==> src/rtl/debounce_pkg.sv <==
// Shared definitions for the shared-counter button debouncer:
// FSM state encoding, default stability count and a width helper.
package debounce_pkg;

    // Arbiter FSM: waiting for a mismatch, or counting for one owner.
    typedef enum logic {
        ST_IDLE  = 1'b0,
        ST_COUNT = 1'b1
    } state_t;

    // 250000 cycles is about 5 ms at a 50 MHz board clock.
    localparam int DEF_MAX_COUNT = 250000;

    // Ceiling log2, for sizing counters and index fields.
    function automatic int clog2(input int value);
        int res;
        res = 0;
        for (int v = value - 1; v > 0; v = v >> 1) begin
            res = res + 1;
        end
        return res;
    endfunction

endpackage

==> src/rtl/debounce_sync2.sv <==
// Parameterised-width two-flop synchronizer with async active-low reset.
// Ports: clk, rst_n, d (async levels), q (synchronized levels, 2-cycle delay).
module sync2 #(
    parameter int WIDTH = 4
) (
    input  logic             clk,
    input  logic             rst_n,
    input  logic [WIDTH-1:0] d,
    output logic [WIDTH-1:0] q
);

    logic [WIDTH-1:0] meta;

    always_ff @(posedge clk or negedge rst_n) begin
        if (!rst_n) begin
            meta <= '0;
            q    <= '0;
        end else begin
            meta <= d;
            q    <= meta;
        end
    end

endmodule

==> src/rtl/debounce_arbiter.sv <==
// Debounces NUM_BUTTONS raw inputs with one shared stability counter,
// granted round-robin to one unstable input at a time.
// Ports: CLK, i_RST_N (async active-low), i_BUT (raw levels),
//        o_BUT (stable levels), o_PRESS / o_RELEASE (1-cycle edge pulses),
//        o_BUSY (counter granted), o_OWNER (current/last granted index).
module debounce_arbiter
    import debounce_pkg::*;
#(
    parameter int NUM_BUTTONS = 4,
    parameter int MAX_COUNT   = DEF_MAX_COUNT,
    parameter int CNT_WIDTH   = 18,
    parameter int IDX_WIDTH   = 2
) (
    input  logic                   CLK,
    input  logic                   i_RST_N,
    input  logic [NUM_BUTTONS-1:0] i_BUT,
    output logic [NUM_BUTTONS-1:0] o_BUT,
    output logic [NUM_BUTTONS-1:0] o_PRESS,
    output logic [NUM_BUTTONS-1:0] o_RELEASE,
    output logic                   o_BUSY,
    output logic [IDX_WIDTH-1:0]   o_OWNER
);

    localparam logic [CNT_WIDTH-1:0] CNT_LAST = CNT_WIDTH'(MAX_COUNT - 1);
    localparam logic [IDX_WIDTH-1:0] IDX_LAST = IDX_WIDTH'(NUM_BUTTONS - 1);

    // First set bit of req, scanning start+1, start+2, ... with wrap.
    function automatic logic [IDX_WIDTH-1:0] rr_pick(
        input logic [NUM_BUTTONS-1:0] req,
        input logic [IDX_WIDTH-1:0]   start
    );
        logic [IDX_WIDTH-1:0] pick;
        logic [IDX_WIDTH-1:0] idx;
        logic                 found;
        pick  = start;
        found = 1'b0;
        for (int k = 1; k <= NUM_BUTTONS; k++) begin
            idx = IDX_WIDTH'((int'(start) + k) % NUM_BUTTONS);
            if (!found && req[idx]) begin
                found = 1'b1;
                pick  = idx;
            end
        end
        return pick;
    endfunction

    logic [NUM_BUTTONS-1:0] sync;
    logic [NUM_BUTTONS-1:0] mismatch;
    logic [IDX_WIDTH-1:0]   grant_idx;

    state_t                 state, state_nxt;
    logic [CNT_WIDTH-1:0]   count, count_nxt;
    logic [IDX_WIDTH-1:0]   owner, owner_nxt;
    logic [IDX_WIDTH-1:0]   last, last_nxt;
    logic [NUM_BUTTONS-1:0] but_q, but_nxt;
    logic [NUM_BUTTONS-1:0] press_q, press_nxt;
    logic [NUM_BUTTONS-1:0] release_q, release_nxt;

    sync2 #(
        .WIDTH(NUM_BUTTONS)
    ) u_sync (
        .clk  (CLK),
        .rst_n(i_RST_N),
        .d    (i_BUT),
        .q    (sync)
    );

    assign mismatch  = sync ^ but_q;
    assign grant_idx = rr_pick(mismatch, last);

    always_comb begin
        state_nxt   = state;
        count_nxt   = count;
        owner_nxt   = owner;
        last_nxt    = last;
        but_nxt     = but_q;
        press_nxt   = '0;
        release_nxt = '0;
        unique case (state)
            ST_IDLE: begin
                if (|mismatch) begin
                    owner_nxt = grant_idx;
                    last_nxt  = grant_idx;
                    count_nxt = '0;
                    state_nxt = ST_COUNT;
                end
            end
            ST_COUNT: begin
                if (sync[owner] == but_q[owner]) begin
                    // Glitch: owner went back; last already points at it,
                    // so the next search favours the other requesters.
                    count_nxt = '0;
                    state_nxt = ST_IDLE;
                end else if (count == CNT_LAST) begin
                    but_nxt[owner] = sync[owner];
                    if (sync[owner]) begin
                        press_nxt[owner] = 1'b1;
                    end else begin
                        release_nxt[owner] = 1'b1;
                    end
                    count_nxt = '0;
                    state_nxt = ST_IDLE;
                end else begin
                    count_nxt = count + CNT_WIDTH'(1);
                end
            end
            default: begin
                state_nxt = ST_IDLE;
            end
        endcase
    end

    always_ff @(posedge CLK or negedge i_RST_N) begin
        if (!i_RST_N) begin
            state     <= ST_IDLE;
            count     <= '0;
            owner     <= '0;
            last      <= IDX_LAST;
            but_q     <= '0;
            press_q   <= '0;
            release_q <= '0;
        end else begin
            state     <= state_nxt;
            count     <= count_nxt;
            owner     <= owner_nxt;
            last      <= last_nxt;
            but_q     <= but_nxt;
            press_q   <= press_nxt;
            release_q <= release_nxt;
        end
    end

    assign o_BUT     = but_q;
    assign o_PRESS   = press_q;
    assign o_RELEASE = release_q;
    assign o_BUSY    = (state == ST_COUNT);
    assign o_OWNER   = owner;

endmodule

==> config.mk <==
export PLATFORM = sky130hd
export DESIGN_NAME = debounce_arbiter
export DESIGN_NICKNAME = d
export VERILOG_FILES = /design/src/rtl/debounce_pkg.sv /design/src/rtl/debounce_sync2.sv /design/src/rtl/debounce_arbiter.sv
export SDC_FILE = /design/constraint.sdc
export NUM_CORES = 1
export LEC_CHECK = 0
export CORE_MARGIN = 2
export CORE_UTILIZATION = 55
export DETAILED_ROUTE_END_ITERATION = 8
export PLACE_DENSITY = 0.77
export SETUP_SLACK_MARGIN = 0.5
export SYNTH_ARGS = -nofsm -noshare
export SYNTH_HDL_FRONTEND = slang
export SYNTH_SLANG_ARGS = --single-unit
==> constraint.sdc <==
create_clock -name CLK -period 2.96 [get_ports CLK]
set_clock_uncertainty 0.05 [all_clocks]
set_input_delay 0.296 -clock CLK [delete_from_list [all_inputs] [get_ports CLK]]
set_output_delay 0.296 -clock CLK [all_outputs]
set_load 0.05 [all_outputs]
==> impl_metrics.json <==
{
  "antennaDiodeCount": 0,
  "post-route-period-util": 0.731,
  "final_cell_mix": "dfrtp_1, nand2_1, nor2_1, clkdlybuf4s50_1, xor2_1",
  "grt_antenna_before_repair": 0,
  "slew_violations": 0,
  "core_um2": 3630,
  "worstReg2RegEnd": "count[15]$_DFFE_PN0P_",
  "die_area_um2": 4270,
  "worstPathCellList": "xnor2_1 > nand4_1 > nor2_1 > nand2_1 > o21ai_0",
  "final_hold_viol_count": 0,
  "root_buffer": "clkbuf_8",
  "cts.reportedPaths.clkPinSlew_ns": 0.08,
  "maxSlewHeadroom": 0.371,
  "rsz0062_at_grt": "no",
  "fin_cells": 267,
  "port_buffers": 20,
  "final_antenna_net_count": 0,
  "hold_buffers": 0,
  "tightest_slew_ns": 0.943,
  "cts_setup_buffers": 0,
  "grt_max_degree": 44,
  "regToRegSetupSlack_ns": 0.80,
  "ir_worst_vdd_mv": 0.350,
  "grt_pass1_wl_mm": 7.07,
  "num-fill-cells": 295,
  "synth_seq_area_share": 0.521,
  "ys_warn_count": 0,
  "syn2layout_area_growth_pct": 14.6,
  "dr.pass1.iters": 6,
  "clk_latency_ns": 0.29,
  "hold_path.class": "in -> async",
  "track_usage": 0.219,
  "nNetsFinal": 225,
  "dp_hpwl_mm": 2.96,
  "layout_setup_ws_ns": 0.796,
  "io_pins": 21,
  "finalInstanceArea_um2": 2370,
  "post-route-min-period_ns": 2.16,
  "cp.required_ns": 3.11,
  "wl_per_cell_um": 15.1,
  "synth-async-reset-ratio": 1.00,
  "synth.distinct_cells": 45,
  "synthFlopType": "dfrtp_1",
  "htreeDepth": 2,
  "path_delay_family": "simple AND/OR/NAND/NOR gates",
  "synth_seq_cells": 43,
  "critPathBufInv": 0,
  "die_w_um": 65.4,
  "synthesis.area_um2": 2070,
  "via_per_inst": 5.77,
  "first_iter_violations": 97,
  "critPathMaxStageDelay_ns": 0.70,
  "die_y_um": 65.4,
  "vias": 1541,
  "setup_violations": 0,
  "initial_core_util": 0.570,
  "avgSynthCellArea_um2": 10.6,
  "gp_congestion": 0.879,
  "placed_area_um2": 2290,
  "multiInputGateArea_um2": 935,
  "synthCells": 196,
  "start_kind": "flip-flop",
  "critPathKind": "reg -> reg",
  "mostFrequentLayoutCell": "dfrtp_1",
  "fmax_ghz": 0.462,
  "crit_path_max_fanout": 13,
  "routed_wl_mm": 4.02,
  "regArea_um2": 1080,
  "critPathSlowestCell": "nor2_1",
  "rows": 22,
  "cts_resized": 0,
  "overflow": 0,
  "synth.net_count": 203,
  "power_density_nw_per_um2": 642,
  "clock_sinks": 43,
  "cp.arrival_ns": 2.31,
  "regToRegStartpoint": "o_BUT[0]$_DFFE_PN0P_",
  "synth_edf_count": 0,
  "drc": 0,
  "drive_gt1_frac": 0.0913,
  "p_leak_nw": 1.01,
  "cp-end-kind": "flip-flop",
  "cts-buffers-inserted": 5,
  "status": "complete, no violations",
  "r2r_cells": 5,
  "place_inst": 259,
  "cts_tree": "done",
  "grt_pass1_vias": 1545,
  "cts_buffer_depth": 2,
  "tns_ns": 0,
  "place_ws_ns": 0.797,
  "drv_cap": 0
}
## registers in the layout, indices dropped and copies added (netlist names)
register and flops:
o_BUSY 1, u_sync.q 4, o_RELEASE 4, o_BUT 4, last 2, o_OWNER 2
count 18, u_sync.meta 4, o_PRESS 4
## cells in the mapped netlist (2+ instances only)
| library cell | n | area share |
|---|---|---|
| dfrtp_1 | 41 | 0.50 |
| nand2_1 | 21 | 0.038 |
| nor2_1 | 19 | 0.034 |
| xor2_1 | 12 | 0.051 |
| nand3_1 | 10 | 0.024 |
| o21ai_1 | 9 | 0.022 |
| nor3_1 | 6 | 0.015 |
| o21ai_0 | 6 | 0.015 |
| inv_1 | 5 | 0.0091 |
| nand4_1 | 5 | 0.015 |
| xnor2_1 | 5 | 0.021 |
| a21o_1 | 4 | 0.015 |
| mux2_2 | 4 | 0.022 |
| a21oi_1 | 3 | 0.0072 |
| nand2b_1 | 3 | 0.0091 |
| nor4b_1 | 3 | 0.013 |
| a211oi_1 | 2 | 0.0072 |
| a22o_1 | 2 | 0.0085 |
| a41oi_1 | 2 | 0.0085 |
| and3_1 | 2 | 0.0060 |
| buf_6 | 2 | 0.011 |
| clkbuf_1 | 2 | 0.0036 |
| dfstp_2 | 2 | 0.025 |
| mux4_2 | 2 | 0.022 |
| nand3b_1 | 2 | 0.0072 |
| nor2b_1 | 2 | 0.0060 |
| or3_1 | 2 | 0.0060 |
## report_power, final
part | switching (mW) | total (mW) | internal, mW
sequential | 0.0810 | 0.731 | 0.650
combinational | 0.283 | 0.442 | 0.159
clock | 0.184 | 0.350 | 0.165
## metal layers
metal | wire length (um) | share of wire | GRT usage
met1 | 1760 | 0.44 | 0.282
met2 | 1990 | 0.49 | 0.361
met3 | 205 | 0.051 | 0.0565
met4 | 66 | 0.016 | 0.0729
met5 | 0 | 0 | 0
## metrics by stage
stage	hold slack [ns]	total power, mW	util
6_report	0.0928	1.52	0.653
3_5_place_dp	0.294	1.19	0.631
5_1_grt	0.163	1.62	0.653
2_1_floorplan	-0.0496	1.08	-
4_1_cts	0.115	1.53	0.653
3_3_place_gp	0.283	1.16	0.631
## worst reg2reg max path: cells and delay by family, from the launching register on
family	cells	cell delay (ns)
AOI/OAI and AO/OA	1	0.12
xor gates and xnor gates	1	0.41
DFF	1	0.43
and+or+nand+nor	3	1.06
## cell type report
type | count | share of cell area
multi-input cells | 142 | 0.394
repair buffers | 20 | 0.0823
well taps | 48 | 0.0253
flip-flops and latches | 43 | 0.455
clock buffers | 7 | 0.0322
inverters | 6 | 0.00949
clock inverters | 1 | 0.00211
## cell families (layout without fill, tap and decap cells)
| kind of cell | count (synthesis) | after routing | synth area share |
|---|---|---|---|
| AND/OR/NAND/NOR | 80 | 80 | 0.195 |
| multiplexers | 6 | 6 | 0.0435 |
| flip-flops | 43 | 43 | 0.521 |
| adder cells (fa/ha/maj) | 1 | 1 | 0.00604 |
| XOR/XNOR | 19 | 19 | 0.0876 |
| AO/OA/AOI/OAI | 36 | 36 | 0.120 |
| buffers and inverters | 11 | 34 | 0.0278 |
## worst max-delay path by stage
stage | to | start | slack [ns] | cells after the start
4_1_cts | count[9]$_DFFE_PN0P_ | o_OWNER[1]$_DFFE_PN0P_ | 0.79 | 5
3_3_place_gp | count[9]$_DFFE_PN0P_ | o_OWNER[1]$_DFFE_PN0P_ | 0.89 | 5
3_5_place_dp | count[9]$_DFFE_PN0P_ | o_OWNER[1]$_DFFE_PN0P_ | 0.80 | 5
2_1_floorplan | o_BUT[3]$_DFFE_PN0P_ | o_OWNER[1]$_DFFE_PN0P_ | 0.66 | 5
6_report | count[15]$_DFFE_PN0P_ | o_BUT[0]$_DFFE_PN0P_ | 0.80 | 5
5_1_grt | count[15]$_DFFE_PN0P_ | o_BUT[0]$_DFFE_PN0P_ | 0.56 | 5
(Power assumes the default switching activity.)
